<file path="config.mk">
export PLATFORM = sky130hd
export DESIGN_NAME = div_result_bcd
export DESIGN_NICKNAME = d
export VERILOG_FILES = /design/src/rtl/div_result_bcd.sv
export SDC_FILE = /design/constraint.sdc
export NUM_CORES = 1
export LEC_CHECK = 0
export ABC_AREA = 1
export CAP_MARGIN = 25
export CORE_MARGIN = 2
export CORE_UTILIZATION = 55
export DETAILED_ROUTE_END_ITERATION = 12
export GPL_TIMING_DRIVEN = 0
export PLACE_DENSITY = 0.79
export SYNTH_ARGS = -nofsm -noshare
export SYNTH_HDL_FRONTEND = slang
export SYNTH_SLANG_ARGS = --single-unit
</file>
<file path="constraint.sdc">
create_clock -name clk -period 3.6 [get_ports clk]
set_input_delay 0.72 -clock clk [delete_from_list [all_inputs] [get_ports clk]]
set_output_delay 0.72 -clock clk [all_outputs]
set_load 0.01 [all_outputs]
</file>
<file path="src/rtl/div_result_bcd.sv">
// Converts a signed quotient/remainder pair to sign + packed BCD magnitude using a
// sequential shift-add-3 engine; one conversion in flight, valid/ready on both sides.
module div_result_bcd #(
    parameter int unsigned WIDTH  = 16,
    parameter int unsigned DIGITS = 5
) (
    input  logic                  clk,
    input  logic                  rst,
    input  logic                  in_valid,
    output logic                  in_ready,
    input  logic [WIDTH-1:0]      quotient,
    input  logic [WIDTH-1:0]      remainder,
    output logic                  out_valid,
    input  logic                  out_ready,
    output logic                  q_neg,
    output logic [4*DIGITS-1:0]   q_bcd,
    output logic                  r_neg,
    output logic [4*DIGITS-1:0]   r_bcd
);

    localparam int unsigned BW   = 4 * DIGITS;
    localparam int unsigned CntW = $clog2(WIDTH);

    typedef enum logic [1:0] {StIdle, StConv, StDone} state_t;

    state_t              state;
    logic [CntW-1:0]     count;
    logic [WIDTH-1:0]    q_mag, r_mag;
    logic [BW-1:0]       q_work, r_work;
    logic                q_sign, r_sign;

    logic [BW-1:0]       q_adj, r_adj, q_next, r_next;
    logic [WIDTH-1:0]    q_abs, r_abs;

    function automatic logic [BW-1:0] add3(input logic [BW-1:0] b);
        logic [BW-1:0] res;
        res = b;
        for (int i = 0; i < int'(DIGITS); i++) begin
            if (b[4*i +: 4] >= 4'd5) begin
                res[4*i +: 4] = b[4*i +: 4] + 4'd3;
            end
        end
        return res;
    endfunction

    always_comb begin
        q_adj  = add3(q_work);
        r_adj  = add3(r_work);
        // Magnitude MSB shifts into BCD bit 0; the adjusted top bit falls off (never set).
        q_next = BW'({q_adj, q_mag[WIDTH-1]});
        r_next = BW'({r_adj, r_mag[WIDTH-1]});
        // Negation within WIDTH bits: the most negative value maps to 2^(WIDTH-1).
        q_abs  = quotient[WIDTH-1]  ? -quotient  : quotient;
        r_abs  = remainder[WIDTH-1] ? -remainder : remainder;
    end

    always_ff @(posedge clk) begin
        if (rst) begin
            state     <= StIdle;
            in_ready  <= 1'b1;
            out_valid <= 1'b0;
            q_neg     <= 1'b0;
            r_neg     <= 1'b0;
            q_bcd     <= '0;
            r_bcd     <= '0;
            count     <= '0;
            q_mag     <= '0;
            r_mag     <= '0;
            q_work    <= '0;
            r_work    <= '0;
            q_sign    <= 1'b0;
            r_sign    <= 1'b0;
        end else begin
            unique case (state)
                StIdle: begin
                    if (in_valid && in_ready) begin
                        q_sign   <= quotient[WIDTH-1];
                        r_sign   <= remainder[WIDTH-1];
                        q_mag    <= q_abs;
                        r_mag    <= r_abs;
                        q_work   <= '0;
                        r_work   <= '0;
                        count    <= '0;
                        in_ready <= 1'b0;
                        state    <= StConv;
                    end
                end
                StConv: begin
                    q_work <= q_next;
                    r_work <= r_next;
                    q_mag  <= q_mag << 1;
                    r_mag  <= r_mag << 1;
                    count  <= count + CntW'(1);
                    if (count == CntW'(WIDTH - 1)) begin
                        q_bcd     <= q_next;
                        r_bcd     <= r_next;
                        q_neg     <= q_sign;
                        r_neg     <= r_sign;
                        out_valid <= 1'b1;
                        state     <= StDone;
                    end
                end
                StDone: begin
                    if (out_valid && out_ready) begin
                        out_valid <= 1'b0;
                        in_ready  <= 1'b1;
                        state     <= StIdle;
                    end
                end
                default: begin
                    state     <= StIdle;
                    in_ready  <= 1'b1;
                    out_valid <= 1'b0;
                end
            endcase
        end
    end

endmodule
</file>
=== Word-level counts from Yosys, hierarchy flattened ===
Index checks and enable logic that the tools add are counted.
W data, S select, Z words.

* Register bits: 124
* Input port bits: 36
* Output and inout port bits: 44
* Word-level logic and storage cells: 86

* Add/sub/neg operators: 13
* $lt $le $gt $ge: 10
* Equality and inequality tests: 6
* Muxes and demuxes: 31
* Bitwise gates (word level): 2
* Reduce and logical (&&, ||, !) cells: 10

{| class="wikitable"
|+ Operators by type and width
! operator !! number
|-
| $pmux W20 S2 || 2
|-
| $mux W16 || 4
|-
| $pmux W16 S2 || 2
|-
| $ge A4 B3 Y1 const B || 10
|-
| $mux W4 || 9
|-
| $add A4 B2 Y4 const B || 8
|-
| $neg A16 Y16 || 2
|-
| $mux W20 || 1
|-
| $reduce_and A3 Y1 || 3
|-
| $pmux W4 S2 || 1
|-
| $add A3 B2 Y3 const B || 2
|-
| $mux W2 || 3
|-
| $mux W3 || 2
|-
| $ne A2 B2 Y1 const B || 3
|-
| $pmux W1 S3 || 2
|-
| $pmux W2 S3 || 1
|-
| $reduce_and A2 Y1 || 3
|-
| $add A4 B1 Y4 const B || 1
|-
| $eq A4 B4 Y1 const B || 1
|-
| $mux W1 || 4
|-
| $eq A2 B1 Y1 const B || 1
|-
| $eq A2 B2 Y1 const B || 1
|-
| $logic_and A1 B1 Y1 || 2
|-
| $logic_not A2 Y1 || 1
|-
| other kinds (2) || 3
|}

=== Longest topological paths before layout ===
* Depth after elaboration: 4
* Mapped depth: 10
* Gate-level depth less buffers: 10

=== Worst setup path before layout ===
No wires, ideal clock.

* Path type: input -> register
* Start point: in remainder[0]
* End point: reg r_mag[8]
* Library setup time: 0.132 ns
* Arrival time: 1.584 ns
* Required time: 3.468 ns
* Path slack: 1.884 ns
* Cell stages on the path: 7
* Buffers on the path: 0
* Cells stage by stage: inv_1 ha_1 nand2_1 o21ai_1 or2_2 nand3_1 a21oi_1

* Word-level cells in the longest chain between the ends: 4

{| class="wikitable"
|+ RTL lines
! element !! line !! text
|-
| start, declared || 12 || <nowiki>input logic [WIDTH-1:0] remainder,</nowiki>
|-
| $neg A16 Y16 || 54 || <nowiki>r_abs = remainder[WIDTH-1] ? -remainder : remainder;</nowiki>
|-
| $mux W16 || 54 ||
|-
| $mux W16 || 76 || <nowiki>if (in_valid && in_ready) begin</nowiki>
|-
| $pmux W16 S2 || 74 || <nowiki>unique case (state)</nowiki>
|-
| end signal, assigned || 80 || <nowiki>r_mag <= r_abs;</nowiki>
|-
| end signal, assigned || 92 || <nowiki>r_mag <= r_mag << 1;</nowiki>
|-
| end, declared || 28 || <nowiki>logic [WIDTH-1:0] q_mag, r_mag;</nowiki>
|}

Every way passes these cells. The select of a mux whose other input is x is not followed.
A chain may end at the register's enable or synchronous reset.

=== Worst setup path after layout ===
* Start point: reg in_ready
* End point: out in_ready

{| class="wikitable"
|+ RTL lines
! element !! line !! text
|-
| start, declared || 10 || <nowiki>output logic in_ready,</nowiki>
|-
| start signal, assigned || 60 || <nowiki>in_ready <= 1'b1;</nowiki>
|-
| start signal, assigned || 84 || <nowiki>in_ready <= 1'b0;</nowiki>
|-
| start signal, assigned || 106 || <nowiki>in_ready <= 1'b1;</nowiki>
|}

No word-level cell between the ends.

==> impl_metrics.json <==
{
  "numCtsBuffers": 17,
  "clock_tree.buffer_depth": 2,
  "cp_num_buf_inv": 1,
  "grt_max_degree": 17,
  "postRouteWirelength_mm": 16.4,
  "worst-path-max-fanout": 4,
  "placementRows": 39,
  "grt_antenna_before_repair": 0,
  "finish.net_count": 1114,
  "yosys_register_bits": 124,
  "antenna-diode-count": 0,
  "fill_cells": 1012,
  "ios": 80,
  "cp_slowest_cell": "clkdlybuf4s50_1",
  "grt_pass1_vias": 5930,
  "leakagePower_nw": 3.34,
  "max_vdd_drop_uv": 293,
  "cts_resized": 0,
  "cts_hold_buf": 0,
  "report.final.slew_viol_count": 0,
  "mean_instance_size_in_the_synthesized_netlist_um2": 6.67,
  "synth.top_cell.area_share": 0.388,
  "port-buffer-count": 78,
  "outcome": "finished, final reports clean",
  "holdCritPathClass": "reg -> reg",
  "first_iter_violations": 352,
  "drt_pass1_iterations": 5,
  "cts_sinks": 124,
  "post_synth_num_cell_types": 30,
  "grt_usage": 0.272,
  "finalCriticalPeriod_ns": 2.14,
  "reg2reg_setup_slack_ns": 1.85,
  "design.die.area_um2": 12500,
  "mappedNetlistArea_um2": 6390,
  "max_slew.worst_pin.slew_ns": 0.699,
  "critPathRequiredTime_ns": 2.88,
  "worstPathArrival_ns": 1.42,
  "final-instance-count-excl-fill": 1211,
  "postSynth.asyncResetShare": 0,
  "synth.largest_area_cell": "dfxtp_1",
  "synth_common_cells": "nand2_1 (202), inv_1 (125), dfxtp_1 (124), nor2_1 (118), a21oi_1 (102)",
  "relSlewSlack": 0.534,
  "cts_tree": "yes",
  "final_standard_cell_utilization_of_the_core": 0.704,
  "hold_violations": 0,
  "place.gp.congestion": 0.878,
  "final_antenna_net_count": 0,
  "setup_violations": 0,
  "hold_slack_ns": 0.462,
  "rsz0062_at_grt": "false",
  "crit_family": "buffers and inverters",
  "fp.dieH_um": 112,
  "layout-area-overhead-vs-synth_pct": 25.2,
  "post-cts-setup-buffers": 0,
  "max_cap_viol_count": 0,
  "overflow": 0,
  "synth_edf_count": 0,
  "critPathKind": "reg -> out",
  "die_w_um": 112,
  "viasPerCell": 5.27,
  "endpoint_kind": "primary output",
  "design.core.area_um2": 11400,
  "crit_path_start_kind": "register",
  "synth_top_cells_by_area": "dfxtp_1 (39%), nand2_1 (12%), a21oi_1 (8.0%)",
  "timing.critical_path.slowest_cell_delay_ns": 0.58,
  "fraction_of_final_layout_cells_sized_beyond_drive_strength_1": 0.0702,
  "synth_cells": 958,
  "post-place-cells": 1179,
  "cts_max_level": 4,
  "max_clock_freq_mhz": 468,
  "synth_ff_type": "dfxtp_1",
  "initial_core_utilization": 0.562,
  "grt_pass1_wl_mm": 27.8,
  "final_min_period_over_clock_period": 0.594,
  "finalSetupTns_ns": 0,
  "post-synth-top-count-cell": "nand2_1",
  "crit_path_cell_trace": "clkdlybuf4s50_1",
  "hpwl_mm": 11.5,
  "synth_nets": 1017,
  "vias": 6379,
  "finClkSkew_ns": 0.00491,
  "root_buffer": "clkbuf_16",
  "drcViolationCount": 0,
  "power_density_nw_per_um2": 455,
  "detail_route.wl_per_cell_um": 13.5,
  "synth_warnings": 0,
  "synth_seq_area_share": 0.388,
  "clock_latency_ns": 0.42,
  "clock_slew_at_reported_path_ffs_ns": 0.05
}
cells by family (layout without fill, tap and decap cells):
logic type	after synthesis	after routing	share of synthesized area
AOI/OAI and AO/OA	201	201	0.164
xor gates and xnor gates	12	12	0.0164
adders and majority gates	23	23	0.0450
buffers and inverters	170	280	0.106
DFF	124	124	0.388
and+or+nand+nor	428	428	0.281
cells in the final DEF, fill, tap and decap left out, types with 23 or more instances in the layout:
cell type	instances
inv_1	125
dfxtp_1	124
nor2_1	118
clkdlybuf4s50_1	78
ha_1	23
nand3_1	79
o21ai_1	29
nand2_1	202
o21ai_0	42
a21oi_1	102
per-layer routing:
layer,vias up,track usage,share of wire
met3,20,0.0512,0.057
met2,208,0.476,0.48
li1,3278,-,-
met1,2873,0.340,0.44
met4,0,0.0823,0.013
met5,-,0,0
area by class of cell:
| class | instances | area [um^2] | share of cell area |
|---|---|---|---|
| Multi-Input combinational cell | 664 | 3240 | 0.404 |
| Inverter | 128 | 480 | 0.0600 |
| Timing Repair Buffer | 78 | 781 | 0.0976 |
| Clock inverter | 12 | 193 | 0.0241 |
| Tap cell | 143 | 179 | 0.0224 |
| Buffer | 42 | 194 | 0.0242 |
| Sequential cell | 124 | 2480 | 0.310 |
| Clock buffer | 20 | 457 | 0.0571 |
flip-flops by register name, summed over array words and instances (netlist names):
name,cells
r_sign,1
state,2
r_neg,1
r_work,20
out_valid,1
count,4
q_sign,1
q_neg,1
r_mag,16
q_mag,16
q_work,20
in_ready,1
q_bcd,20
r_bcd,20
through the flow:
step	setup slack (ns)	instance area, um^2	total power [W]
final	1.46	8000	0.00364
after global routing	1.41	8000	0.00376
after CTS	1.45	8000	0.00365
after detailed placement	1.12	7350	0.00180
after global placement	1.14	7350	0.00180
after floorplan	1.88	6390	0.00167
report_power, final:
group	internal (W)	switching, W	total [W]
Sequential	0.00141	0.0000173	0.00143
Clock	0.00126	0.000606	0.00186
Combinational	0.000123	0.000227	0.000350
worst paths after layout:
kind	depth (start not counted)	startpoint	end
setup / recovery	1	in_ready$_SDFFE_PP1P_	in_ready
hold / removal	2	r_bcd[11]$_SDFFE_PP0P_	r_bcd[11]$_SDFFE_PP0P_
setup reg to reg	6	count[0]$_SDFFE_PP0P_	r_bcd[0]$_SDFFE_PP0P_
hold reg to reg	2	r_bcd[11]$_SDFFE_PP0P_	r_bcd[11]$_SDFFE_PP0P_
Note: power is estimated with default switching activity, not from simulation.
